<file path="src/rtl/vend_sequencer.sv">
// Vending transaction sequencer: coin acceptance, price check, dispense handshake,
// change return and inactivity refund driven by a tick prescaler plus seconds counter.
module vend_sequencer #(
    parameter int unsigned TICKS_PER_SEC = 256,
    parameter int unsigned TIMEOUT_SEC   = 5,
    parameter int unsigned CREDIT_MAX    = 200
) (
    input  logic       clk,
    input  logic       rst,
    input  logic       coin_valid,
    input  logic [1:0] coin_val,
    input  logic       sel_valid,
    input  logic [7:0] sel_price,
    input  logic       cancel,
    input  logic       disp_ack,
    output logic       disp_req,
    output logic       change_valid,
    output logic [7:0] change_amt,
    output logic [7:0] credit,
    output logic       coin_reject,
    output logic       timeout,
    output logic       busy,
    output logic [2:0] dbg_state
);

    // Dispenser handshake: disp_req rises with entry to DISPENSE and stays high until
    // disp_ack is sampled high; disp_ack is a level the dispenser holds until disp_req drops.

    localparam int unsigned    TW        = (TICKS_PER_SEC > 2) ? $clog2(TICKS_PER_SEC) : 1;
    localparam logic [TW-1:0]  TICK_LAST = TW'(TICKS_PER_SEC - 1);
    localparam logic [3:0]     SEC_LAST  = 4'(TIMEOUT_SEC - 1);
    localparam logic [8:0]     CMAX      = 9'(CREDIT_MAX);

    typedef enum logic [2:0] {
        IDLE     = 3'd0,
        COLLECT  = 3'd1,
        CHECK    = 3'd2,
        DISPENSE = 3'd3,
        CHANGE   = 3'd4
    } state_t;

    state_t        r_state;
    logic [7:0]    r_credit;
    logic [7:0]    r_price;
    logic [TW-1:0] r_tick;
    logic [3:0]    r_sec;
    logic          r_disp_req;
    logic          r_change_valid;
    logic [7:0]    r_change_amt;
    logic          r_coin_reject;
    logic          r_timeout;
    logic          r_busy;

    logic [7:0]    w_coin_units;
    logic [8:0]    w_coin_sum;
    logic          w_coin_ok;
    logic          w_expire;

    always_comb begin
        w_coin_units = 8'd0;
        case (coin_val)
            2'b01:   w_coin_units = 8'd1;
            2'b10:   w_coin_units = 8'd2;
            2'b11:   w_coin_units = 8'd5;
            default: w_coin_units = 8'd0;
        endcase
    end

    assign w_coin_sum = {1'b0, r_credit} + {1'b0, w_coin_units};
    assign w_coin_ok  = coin_valid && (r_state == IDLE || r_state == COLLECT) &&
                        (coin_val != 2'b00) && (w_coin_sum <= CMAX);
    // Fires on the edge at which the seconds counter would reach TIMEOUT_SEC.
    assign w_expire   = (r_tick == TICK_LAST) && (r_sec == SEC_LAST);

    always_ff @(posedge clk or negedge rst) begin
        if (!rst) begin
            r_state        <= IDLE;
            r_credit       <= 8'd0;
            r_price        <= 8'd0;
            r_tick         <= '0;
            r_sec          <= 4'd0;
            r_disp_req     <= 1'b0;
            r_change_valid <= 1'b0;
            r_change_amt   <= 8'd0;
            r_coin_reject  <= 1'b0;
            r_timeout      <= 1'b0;
            r_busy         <= 1'b0;
        end else begin
            r_coin_reject  <= coin_valid && !w_coin_ok;
            r_timeout      <= 1'b0;
            r_change_valid <= 1'b0;
            if (w_coin_ok)
                r_credit <= w_coin_sum[7:0];

            case (r_state)
                IDLE: begin
                    if (w_coin_ok) begin
                        r_state <= COLLECT;
                        r_busy  <= 1'b1;
                        r_tick  <= '0;
                        r_sec   <= 4'd0;
                    end
                end
                COLLECT: begin
                    // A coin landing with cancel/select is already in r_credit by the next state.
                    if (cancel) begin
                        r_state <= CHANGE;
                    end else if (sel_valid) begin
                        r_price <= sel_price;
                        r_state <= CHECK;
                    end else if (w_coin_ok) begin
                        r_tick <= '0;
                        r_sec  <= 4'd0;
                    end else if (w_expire) begin
                        r_state   <= CHANGE;
                        r_timeout <= 1'b1;
                    end else if (r_tick == TICK_LAST) begin
                        r_tick <= '0;
                        r_sec  <= r_sec + 4'd1;
                    end else begin
                        r_tick <= r_tick + 1'b1;
                    end
                end
                CHECK: begin
                    if (r_credit >= r_price) begin
                        r_credit   <= r_credit - r_price;
                        r_state    <= DISPENSE;
                        r_disp_req <= 1'b1;
                    end else begin
                        r_state <= COLLECT;
                        r_tick  <= '0;
                        r_sec   <= 4'd0;
                    end
                end
                DISPENSE: begin
                    if (disp_ack) begin
                        r_disp_req <= 1'b0;
                        r_state    <= CHANGE;
                    end
                end
                CHANGE: begin
                    if (r_credit != 8'd0) begin
                        r_change_valid <= 1'b1;
                        r_change_amt   <= r_credit;
                    end
                    r_credit <= 8'd0;
                    r_state  <= IDLE;
                    r_busy   <= 1'b0;
                end
                default: begin
                    r_state <= IDLE;
                    r_busy  <= 1'b0;
                end
            endcase
        end
    end

    assign disp_req     = r_disp_req;
    assign change_valid = r_change_valid;
    assign change_amt   = r_change_amt;
    assign credit       = r_credit;
    assign coin_reject  = r_coin_reject;
    assign timeout      = r_timeout;
    assign busy         = r_busy;
    assign dbg_state    = r_state;

endmodule
</file>
<file path="config.mk">
export PLATFORM = sky130hd
export DESIGN_NAME = vend_sequencer
export DESIGN_NICKNAME = d
export VERILOG_FILES = /design/src/rtl/vend_sequencer.sv
export SDC_FILE = /design/constraint.sdc
export NUM_CORES = 1
export LEC_CHECK = 0
export CORE_UTILIZATION = 43
export DETAILED_ROUTE_END_ITERATION = 16
export DONT_BUFFER_PORTS = 1
export PLACE_DENSITY_LB_ADDON = 0.25
export SKIP_LAST_GASP = 1
export SLEW_MARGIN = 10
export SYNTH_ARGS = -nofsm -noshare
export SYNTH_HDL_FRONTEND = slang
export SYNTH_SLANG_ARGS = --single-unit
</file>
<file path="constraint.sdc">
create_clock -name clk -period 5.2 [get_ports clk]
set_input_delay 1.04 -clock clk [delete_from_list [all_inputs] [get_ports clk]]
set_output_delay 1.04 -clock clk [all_outputs]
set_load 0.05 [all_outputs]
</file>
-- Word-level counts from Yosys, hierarchy flattened
Index checks and enable logic that the tools add are counted.
- word-level logic and storage cells: 98
- register bits after elaboration: 44
- input bits: 16
- equal/unequal tests: 19
- mux-type cells: 40
- reductions and logical operators: 20
- add/subtract/negate cells: 4
- magnitude comparators: 2
- bitwise gates (word level): 2
- operator list (cell ; count):
    $mux 8 ; 9
    $mux 4 ; 7
    $pmux 8 s3 ; 1
    $mux 3 ; 6
    $pmux 8 s2 ; 1
    $ne 2x2->1 const B ; 6
    $pmux 3 s4 ; 1
    $pmux 4 s3 ; 1
    $mux 1 ; 10
    $add 8x8->9 ; 1
    $le 9x8->1 const B ; 1
    $pmux 3 s3 ; 1
    $add 8x1->8 const B ; 1
    $eq 8x8->1 const B ; 1
    $ge 8x8->1 ; 1
    $ne 4x4->1 const B ; 2
    $reduce_bool 8->1 ; 1
    $sub 8x8->8 ; 1
    $reduce_and 7->1 ; 1
    $eq 3x2->1 const B ; 2
    $reduce_and 3->1 ; 2
    $reduce_and 6->1 ; 1
    $logic_and 1x1->1 ; 5
    $add 4x1->4 const B ; 1
    other kinds (18) ; 23

-- Longest topological paths before layout
Gate-level depths: netlist of run 1.
- depth after elaboration: 9
- mapped depth: 11
- mapped depth without buffers: 9

-- Least setup slack after synthesis of run 1
OpenSTA, ideal clock, no wires.
- kind: input -> register
- start point: in coin_val[0]
- end point: reg r_tick[6]
- arrival: 3.136 ns
- path slack: 1.922 ns
- stages on the path: 10
- data required time: 5.059 ns
- path buffers: 2
- cells stage by stage: ha_1 -> fa_1 -> a21o_1 -> nand3_1 -> and4b_1 -> clkbuf_1 -> nand4_1 -> a31oi_4 -> buf_6 -> o221ai_2
- word-level cells in the longest chain between the ends: 9
- elaborated cells between the ends (all ways): 16
- those cells by class: add/sub (1); order compare (1); eq/ne (5); mux (5); reduce/logical (4)
- RTL lines (item ; line ; source):
    start, declared ; 11 ; input logic [1:0] coin_val,
    $eq 2x2->1 or $eq 2x1->1 (tied branches) ; 61 ; case (coin_val)
    $pmux 3 s3 ; 61 ;
    $add 8x8->9 ; 69 ; assign w_coin_sum = {1'b0, r_credit} + {1'b0, w_coin_units};
    $le 9x8->1 ; 71 ; (coin_val != 2'b00) && (w_coin_sum <= CMAX);
    $logic_and 1x1->1 (*) ; 71 ;
    $mux 8 ; 111 ; end else if (w_coin_ok) begin
    $mux 8 ; 108 ; end else if (sel_valid) begin
    $mux 8 ; 106 ; if (cancel) begin
    $pmux 8 s3 ; 95 ; case (r_state)
    end signal, assigned ; 121 ; r_tick <= r_tick + 1'b1;
    end, declared ; 45 ; logic [TW-1:0] r_tick;
Every way passes the cells marked *; elsewhere a longest branch is shown, timed or not. The select of a mux whose other input is x is not followed.
A chain may end at the register's enable or synchronous reset.

-- Final worst setup path of run 1
- start point: reg r_credit[0], in the netlist credit[0]
- end point: reg r_sec[1]
- word-level cells in the longest chain between the ends: 7
- elaborated cells between the ends (all ways): 13
- those cells by class: add/sub (1); order compare (2); eq/ne (4); mux (4); reduce/logical (2)
- RTL lines (item ; line ; source):
    start, declared ; 43 ; logic [7:0] r_credit;
    start signal, assigned ; 93 ; r_credit <= w_coin_sum[7:0];
    start signal, assigned ; 126 ; r_credit <= r_credit - r_price;
    $add 8x8->9 ; 69 ;
    $le 9x8->1 ; 71 ;
    $logic_and 1x1->1 ; 71 ;
    $mux 4 ; 111 ;
    $mux 4 ; 108 ;
    $mux 4 ; 106 ;
    $pmux 4 s3 ; 95 ;
    end signal, assigned ; 119 ; r_sec <= r_sec + 4'd1;
    end, declared ; 46 ; logic [3:0] r_sec;
Parallel ways exist; a longest one is shown, timed or not. The select of a mux whose other input is x is not followed.

==> key figures, run 1 <==
Status
  – Run status: complete, no violations

Placed design
  – Global placement routability congestion: approximately 0.86
  – HPWL Detailed: slightly below 5000 um
  – Port Buffers: 0
  – Area of placed instances: 2900 um^2

STA
  – Measured slew at the worst slew-check pin: 1.15 ns
  – Clock tree skew after final layout: about 0.0068 ns
  – Part of the cycle the worst path needs: 70.5%
  – Fmax: about 270 MHz
  – # setup viols final: 0
  – Max transition margin: between 20% and 30%
  – Tmin final: between 3 and 4 ns
  – Final Hold Fails: 0
  – Worst hold slack: ~0.42 ns
  – Setup repair after global routing missed its margin: false
  – Setup TNS after final layout: 0 ns
  – Final count of pins violating max slew: 0

Logic synthesis
  – Number of synthesized flops with an enable pin: 0
  – Post-synthesis net count: roughly 340
  – Post-synthesis instance area: ~2900 um^2
  – Main combinational cell family by area after synthesis: compound AO/OA/AOI/OAI gates
  – Adder-cell share of the synthesized area: 7.51%
  – Synthesized flop and latch total: 44
  – Number of distinct library cells after synthesis: 57
  – Post-Syn Area per Cell: a little over 9 um^2
  – Sequential share of the synthesized area: 38.4%
  – Dominant synthesized flop cell: dfrtp_1
  – Compound-Gate Fraction of Synth Area: about a fifth
  – Multiplexer area fraction after synthesis: 4.59%
  – Post-Synth Simple-Gate Area: a little over a fifth
  – Total of warnings raised by yosys: 0
  – Synthesized netlist cell count: between 300 and 400
  – Async set-or-reset flop fraction in the synthesized netlist: 100%
  – Post-Synth XOR/XNOR Area: 2.14%

Setup path
  – CP arrival: about 3.9 ns
  – Internal reg-to-reg setup slack: approximately 1.5 ns
  – Maximum fanout along the worst path: 14
  – Kind of critical path: flip-flop to flip-flop
  – Startpoint type of the worst setup path: flip-flop
  – Capturing element type of the critical path: flip-flop
  – Worst Reg-to-Reg Cells: 8
  – CP required: roughly 5.4 ns

Clock network
  – Cell at the root of the clock tree: clkbuf_8
  – Total clock buffers created by CTS: 5
  – Postcts setup bufs: 0
  – PostCTS Resize Cnt: 0
  – Clock-pin slew of the registers on the worst-case setup and hold paths: around 0.090 ns
  – Cts-stage hold buffer count: 0
  – Max H-tree Level: 2
  – Insertion delay to the later sink of the worst-skew pair: roughly 0.30 ns
  – CTS tree: yes
  – CTS Sinks: 44
  – Buffers from clock root to sink, at most: 2

Finish
  – Sequential cell area: between 1000 and 1500 um^2
  – Antenna diode instance count: 0
  – Proportion of layout cells with a drive suffix above 1: between 7 and 8%
  – Number of filler cells placed in the layout: between 600 and 700
  – Growth of design area from synthesis to finish: 4.98%
  – Summed area of non-filler cells in the final layout: 3010 um^2
  – Nets: between 300 and 400
  – Multi-input gate area in the final layout: around 1600 um^2

Floorplan
  – Initial Util: 44.9%
  – Width of the chip: between 80 and 90 um
  – Number of standard-cell rows in the floorplan: 29
  – Die ar.: 6990 um^2
  – Core area: ~6400 um^2
  – Vert. Die Dim: around 84 um
  – I/O pins: 40

Global route
  – Total track usage: 20.0%
  – Maximum number of pins on one net before global-route repair: 45
  – Vias in the first global route: between 2000 and 2500
  – Overall overflow remaining after global route: 0
  – Global-route wire length before repair: 11300 um
  – Antenna violations before repair: 0

Routing
  – Drc violations: 0
  – Number of iterations in the first detailed-routing pass: 4
  – Wire per inst: around 18 um
  – Routed vias/inst: approximately 6.2
  – Remaining antenna violation count after routing: 0
  – Drt initial violations: 164
  – Vias after detailed routing: around 2400
  – Wirelength, routed: approximately 6700 um

Power
  – Pwr/cell area: around 660 nW/um^2
  – Leakage power: around 1.2 nW
  – Worst vdd rail ir drop: approximately 360 uV

Run
  – Count of max-cap constraint violations: 0

Min path
  – Hold WC Path Type: primary input to async pin
==> layout make-up <==
class / count / area share (%)
well taps: 77 / 3.20
clock buffers: 6 / 2.41
clock inverters: 2 / 1.16
multi-input cells: 229 / 53.6
flip-flops and latches: 44 / 36.6
inverters: 24 / 3.00
==> cells in the final DEF, fill, tap and decap left out, drive strengths merged, types with 3 or more instances in the layout <==
master   synthesis  layout
o22ai            4       4
dfrtp           44      44
nor2            18      18
inv             24      24
nand4            7       7
nor2b            5       5
mux2             9       9
a21o             3       3
nor3            16      16
a21oi           14      14
xnor2            4       4
nand2           34      34
nand4b           4       4
clkbuf           9       6
o31ai            5       5
or3              5       5
mux2i            3       3
o2111ai          6       6
nand3           11      11
o21ai           10      10
ha              14      14
o221ai           6       6
or4              3       3
o211ai           6       6
and2             5       5
o32ai            4       4
xor2             3       3
o311ai           3       3
==> worst paths after layout <==
| kind | start | to |
|---|---|---|
| worst max-delay path | credit[0]$_DFF_PN0_ | r_sec[1]$_DFFE_PN0P_ |
| worst min-delay path | rst | change_valid$_DFF_PN0_ |
| worst max register to register | credit[0]$_DFF_PN0_ | r_sec[1]$_DFFE_PN0P_ |
| worst min register to register | r_price[5]$_DFFE_PN0P_ | r_price[5]$_DFFE_PN0P_ |
| max in group asynchronous | rst | busy$_DFFE_PN0P_ |
| min in group clk | r_price[5]$_DFFE_PN0P_ | r_price[5]$_DFFE_PN0P_ |
==> synthesized netlist by cell type (5+ instances only) <==
| library cell | n | area share [%] |
|---|---|---|
| inv_1 | 24 | 3.1 |
| nor3_1 | 16 | 2.8 |
| dfrtp_1 | 44 | 38 |
| o221ai_1 | 5 | 1.5 |
| nand4_1 | 7 | 1.5 |
| nand2_1 | 34 | 4.5 |
| o211ai_1 | 6 | 1.6 |
| mux2_2 | 9 | 3.5 |
| o2111ai_1 | 6 | 1.8 |
| nor2_1 | 18 | 2.4 |
| clkbuf_1 | 9 | 1.2 |
| nand3_1 | 10 | 1.7 |
| or3_1 | 5 | 1.1 |
| o21ai_1 | 5 | 0.87 |
| nor2b_1 | 5 | 1.1 |
| ha_1 | 14 | 6.1 |
| a21oi_1 | 14 | 2.4 |
| and2_1 | 5 | 1.1 |
| o21ai_0 | 5 | 0.87 |
==> per-stage QoR <==
stage	utilization, %	power, mW	setup slack, ns	instances
floorplan	-	1.52	1.92	310
global placement	45.4	1.70	1.36	374
detailed placement	45.4	1.71	1.26	374
CTS	47.1	1.98	1.57	382
global route	47.1	2.12	1.29	382
finish	47.1	1.98	1.54	382
==> kinds of logic (layout without fill, tap and decap cells) <==
logic type | count (synthesis) | count (layout)
AND/OR/NAND/NOR | 117 | 117
AO/OA/AOI/OAI | 77 | 77
flip-flops | 44 | 44
buffers and inverters | 37 | 32
adder cells (fa/ha/maj) | 16 | 16
multiplexers | 12 | 12
XOR/XNOR | 7 | 7
==> worst max-delay path, stage by stage, from the launching register on <==
cell      delay [ns]
dfrtp_1         0.62
ha_1            0.33
fa_1            0.47
and3_1          0.21
a211oi_1        0.25
o221ai_1        0.21
a211oi_2        0.76
o21ai_1         0.39
o311ai_1        0.34
==> layer usage <==
metal,global-route usage (%),share of wire [%]
met4,6.47,0.95
met2,28.0,43
met1,29.8,48
met5,0,0
met3,5.24,8.1
==> power by group <==
group,leakage (nW),total [mW],internal [mW],switching [mW]
logic,0.622,0.836,0.351,0.485
registers,0.567,0.877,0.448,0.429
clock network,0.0552,0.264,0.143,0.122
==> registers in the layout, summed over array words and instances (netlist names) <==
register,flops
dbg_state,3
r_price,8
coin_reject,1
change_amt,8
disp_req,1
timeout,1
change_valid,1
busy,1
r_sec,4
credit,8
r_tick,8
No activity file was read; power rests on OpenSTA's default activity.
==> run 2, diff against run 1 <==
==> constraint.sdc (replaced) <==
create_clock -name clk -period 3 [get_ports clk]
set_input_delay 0.6 -clock clk [delete_from_list [all_inputs] [get_ports clk]]
set_output_delay 0.6 -clock clk [all_outputs]
set_load 0.05 [all_outputs]
==> key figures, run 2 (same netlist as run 1, synthesis figures left out) <==
Status
  – Run status: complete, no violations

Run
  – Count of max-cap constraint violations: 0

Placed design
  – Global placement routability congestion: a little under 0.9
  – Number of placed instances, taps included: 398
  – Port Buffers: 0
  – Pre-CTS worst setup slack: -0.00135 ns
  – Area of placed instances: a little over 3000 um^2
  – HPWL Detailed: around 5200 um

Finish
  – Summed area of non-filler cells in the final layout: 3220 um^2
  – Most frequent standard cell in the layout excluding fill and tap cells: dfrtp_1
  – Antenna diode instance count: 0
  – Count of non-filler cells in the finished layout: roughly 410
  – Nets: 361
  – Proportion of layout cells with a drive suffix above 1: between 15 and 20%
  – Growth of design area from synthesis to finish: 12.4%
  – Commonest cells after routing, fill and taps aside: dfrtp_1, nand2_1, inv_1, buf_4, nor2_1

STA
  – Part of the cycle the worst path needs: between 90% and 100%
  – Measured slew at the worst slew-check pin: roughly 0.69 ns
  – Final count of pins violating max slew: 0
  – Clock tree skew after final layout: 0.00934 ns
  – Setup repair after global routing missed its margin: false
  – # setup viols final: 0
  – Fmax: about 360 MHz
  – Max transition margin: around 54%
  – Fin worst setup slack: 0.220 ns
  – Final Hold Fails: 0
  – Tmin final: 2.78 ns
  – Worst hold slack: 0.137 ns
  – Setup TNS after final layout: 0 ns

Power
  – Pwr/cell area: between 1000 and 1500 nW/um^2
  – Leakage power: ~1.4 nW
  – Worst vdd rail ir drop: roughly 700 uV

Clock network
  – Cell at the root of the clock tree: clkbuf_8
  – Max H-tree Level: 2
  – Postcts setup bufs: 0
  – Insertion delay to the later sink of the worst-skew pair: ~0.3 ns
  – Clock-pin slew of the registers on the worst-case setup and hold paths: around 0.09 ns
  – Total clock buffers created by CTS: 5
  – CTS tree: yes
  – CTS Sinks: 44
  – Buffers from clock root to sink, at most: 2

Setup path
  – Kind of critical path: flip-flop to flip-flop
  – CP arrival: between 2 and 3 ns
  – CP startpoint: credit[0]$_DFF_PN0_
  – CP required: about 3.2 ns
  – Maximum fanout along the worst path: 8
  – Chain of cells forming the critical path: ha_1 > fa_2 > a2111oi_0 > o211ai_1 > o31ai_1 > a211oi_2 > buf_4 > or4_1 > o311ai_1
  – Capturing element type of the critical path: flip-flop
  – Reg-to-Reg Start: credit[0]$_DFF_PN0_
  – Critical path's slowest cell: or4_1
  – Startpoint type of the worst setup path: flip-flop
  – Delay contributed by the slowest stage of the critical path: 0.50 ns

Floorplan
  – Number of standard-cell rows in the floorplan: 29
  – Initial Util: 44.9%
  – Core area: between 6000 and 7000 um^2
  – I/O pins: 40
  – Die ar.: around 7000 um^2
  – Width of the chip: 83.6 um
  – Vert. Die Dim: about 84 um

Global route
  – Overall overflow remaining after global route: 0
  – Global-route wire length before repair: 12000 um
  – Maximum number of pins on one net before global-route repair: between 40 and 50
  – Antenna violations before repair: 0
  – Total track usage: a little over a fifth
  – Vias in the first global route: between 2000 and 2500

Routing
  – Wire per inst: ~17 um
  – Number of iterations in the first detailed-routing pass: 4
  – Remaining antenna violation count after routing: 0
  – Vias after detailed routing: approximately 2500
  – Drt initial violations: 192
  – Drc violations: 0
  – Wirelength, routed: a little under 7000 um
  – Routed vias/inst: about 6.0

Min path
  – Hold WC Path Type: primary input to async pin
-- run 2: final cells by class --
cell class / instances / area (um^2)
inverters: 24 / 90.1
fillers: 599 / 3170
repair buffers: 25 / 220
well taps: 77 / 96.3
clock inverters: 3 / 18.8
clock buffers: 5 / 68.8
multi-input cells: 229 / 1620
flip-flops and latches: 44 / 1100
-- run 2: per-layer routing --
layer	global-route usage, %	part of all wire, %
met5	0	0
met4	5.55	1.1
met3	5.34	7.6
met2	31.2	42
met1	31.0	49
-- run 2: report_power, final --
part	internal [mW]	switching, mW	leakage, nW
Sequential	0.783	0.450	0.567
Clock	0.163	0.208	0.0479
Combinational	0.790	1.20	0.757
-- run 2: worst paths after layout --
check	to	slack (ns)	cells after the start
min reg2reg	r_price[5]$_DFFE_PN0P_	0.51	1
min in group clk	timeout$_DFF_PN0_	0.37	1
max reg2reg	credit[4]$_DFF_PN0_	0.22	9
min	change_amt[1]$_DFFE_PN0P_	0.14	1
max	credit[4]$_DFF_PN0_	0.22	9
max in group asynchronous	r_tick[0]$_DFFE_PN0P_	2.64	1
-- run 2: timing repair --
| action | 4_1_cts | 5_1_grt |
|---|---|---|
| hold buffers | 1 | 0 |
| setup endpoints to repair | 0 | 3 |
| gates resized for setup | 0 | 2 |
| hold endpoints to repair | 44 | 0 |
-- run 2: stage by stage --
stage | total power [mW] | util [%]
after floorplan | 2.64 | -
after global placement | 3.17 | 48.4
after detailed placement | 3.19 | 48.4
after CTS | 3.59 | 50.2
after global routing | 3.89 | 50.4
final | 3.60 | 50.4
-- run 2: worst max-delay path: cells and delay by family (launching register included) --
kind / cells / cell delay [ns]
AOI/OAI and AO/OA: 5 / 0.92
adders and majority gates: 2 / 0.63
and+or+nand+nor: 1 / 0.50
DFF: 1 / 0.43
buffers and inverters: 1 / 0.19
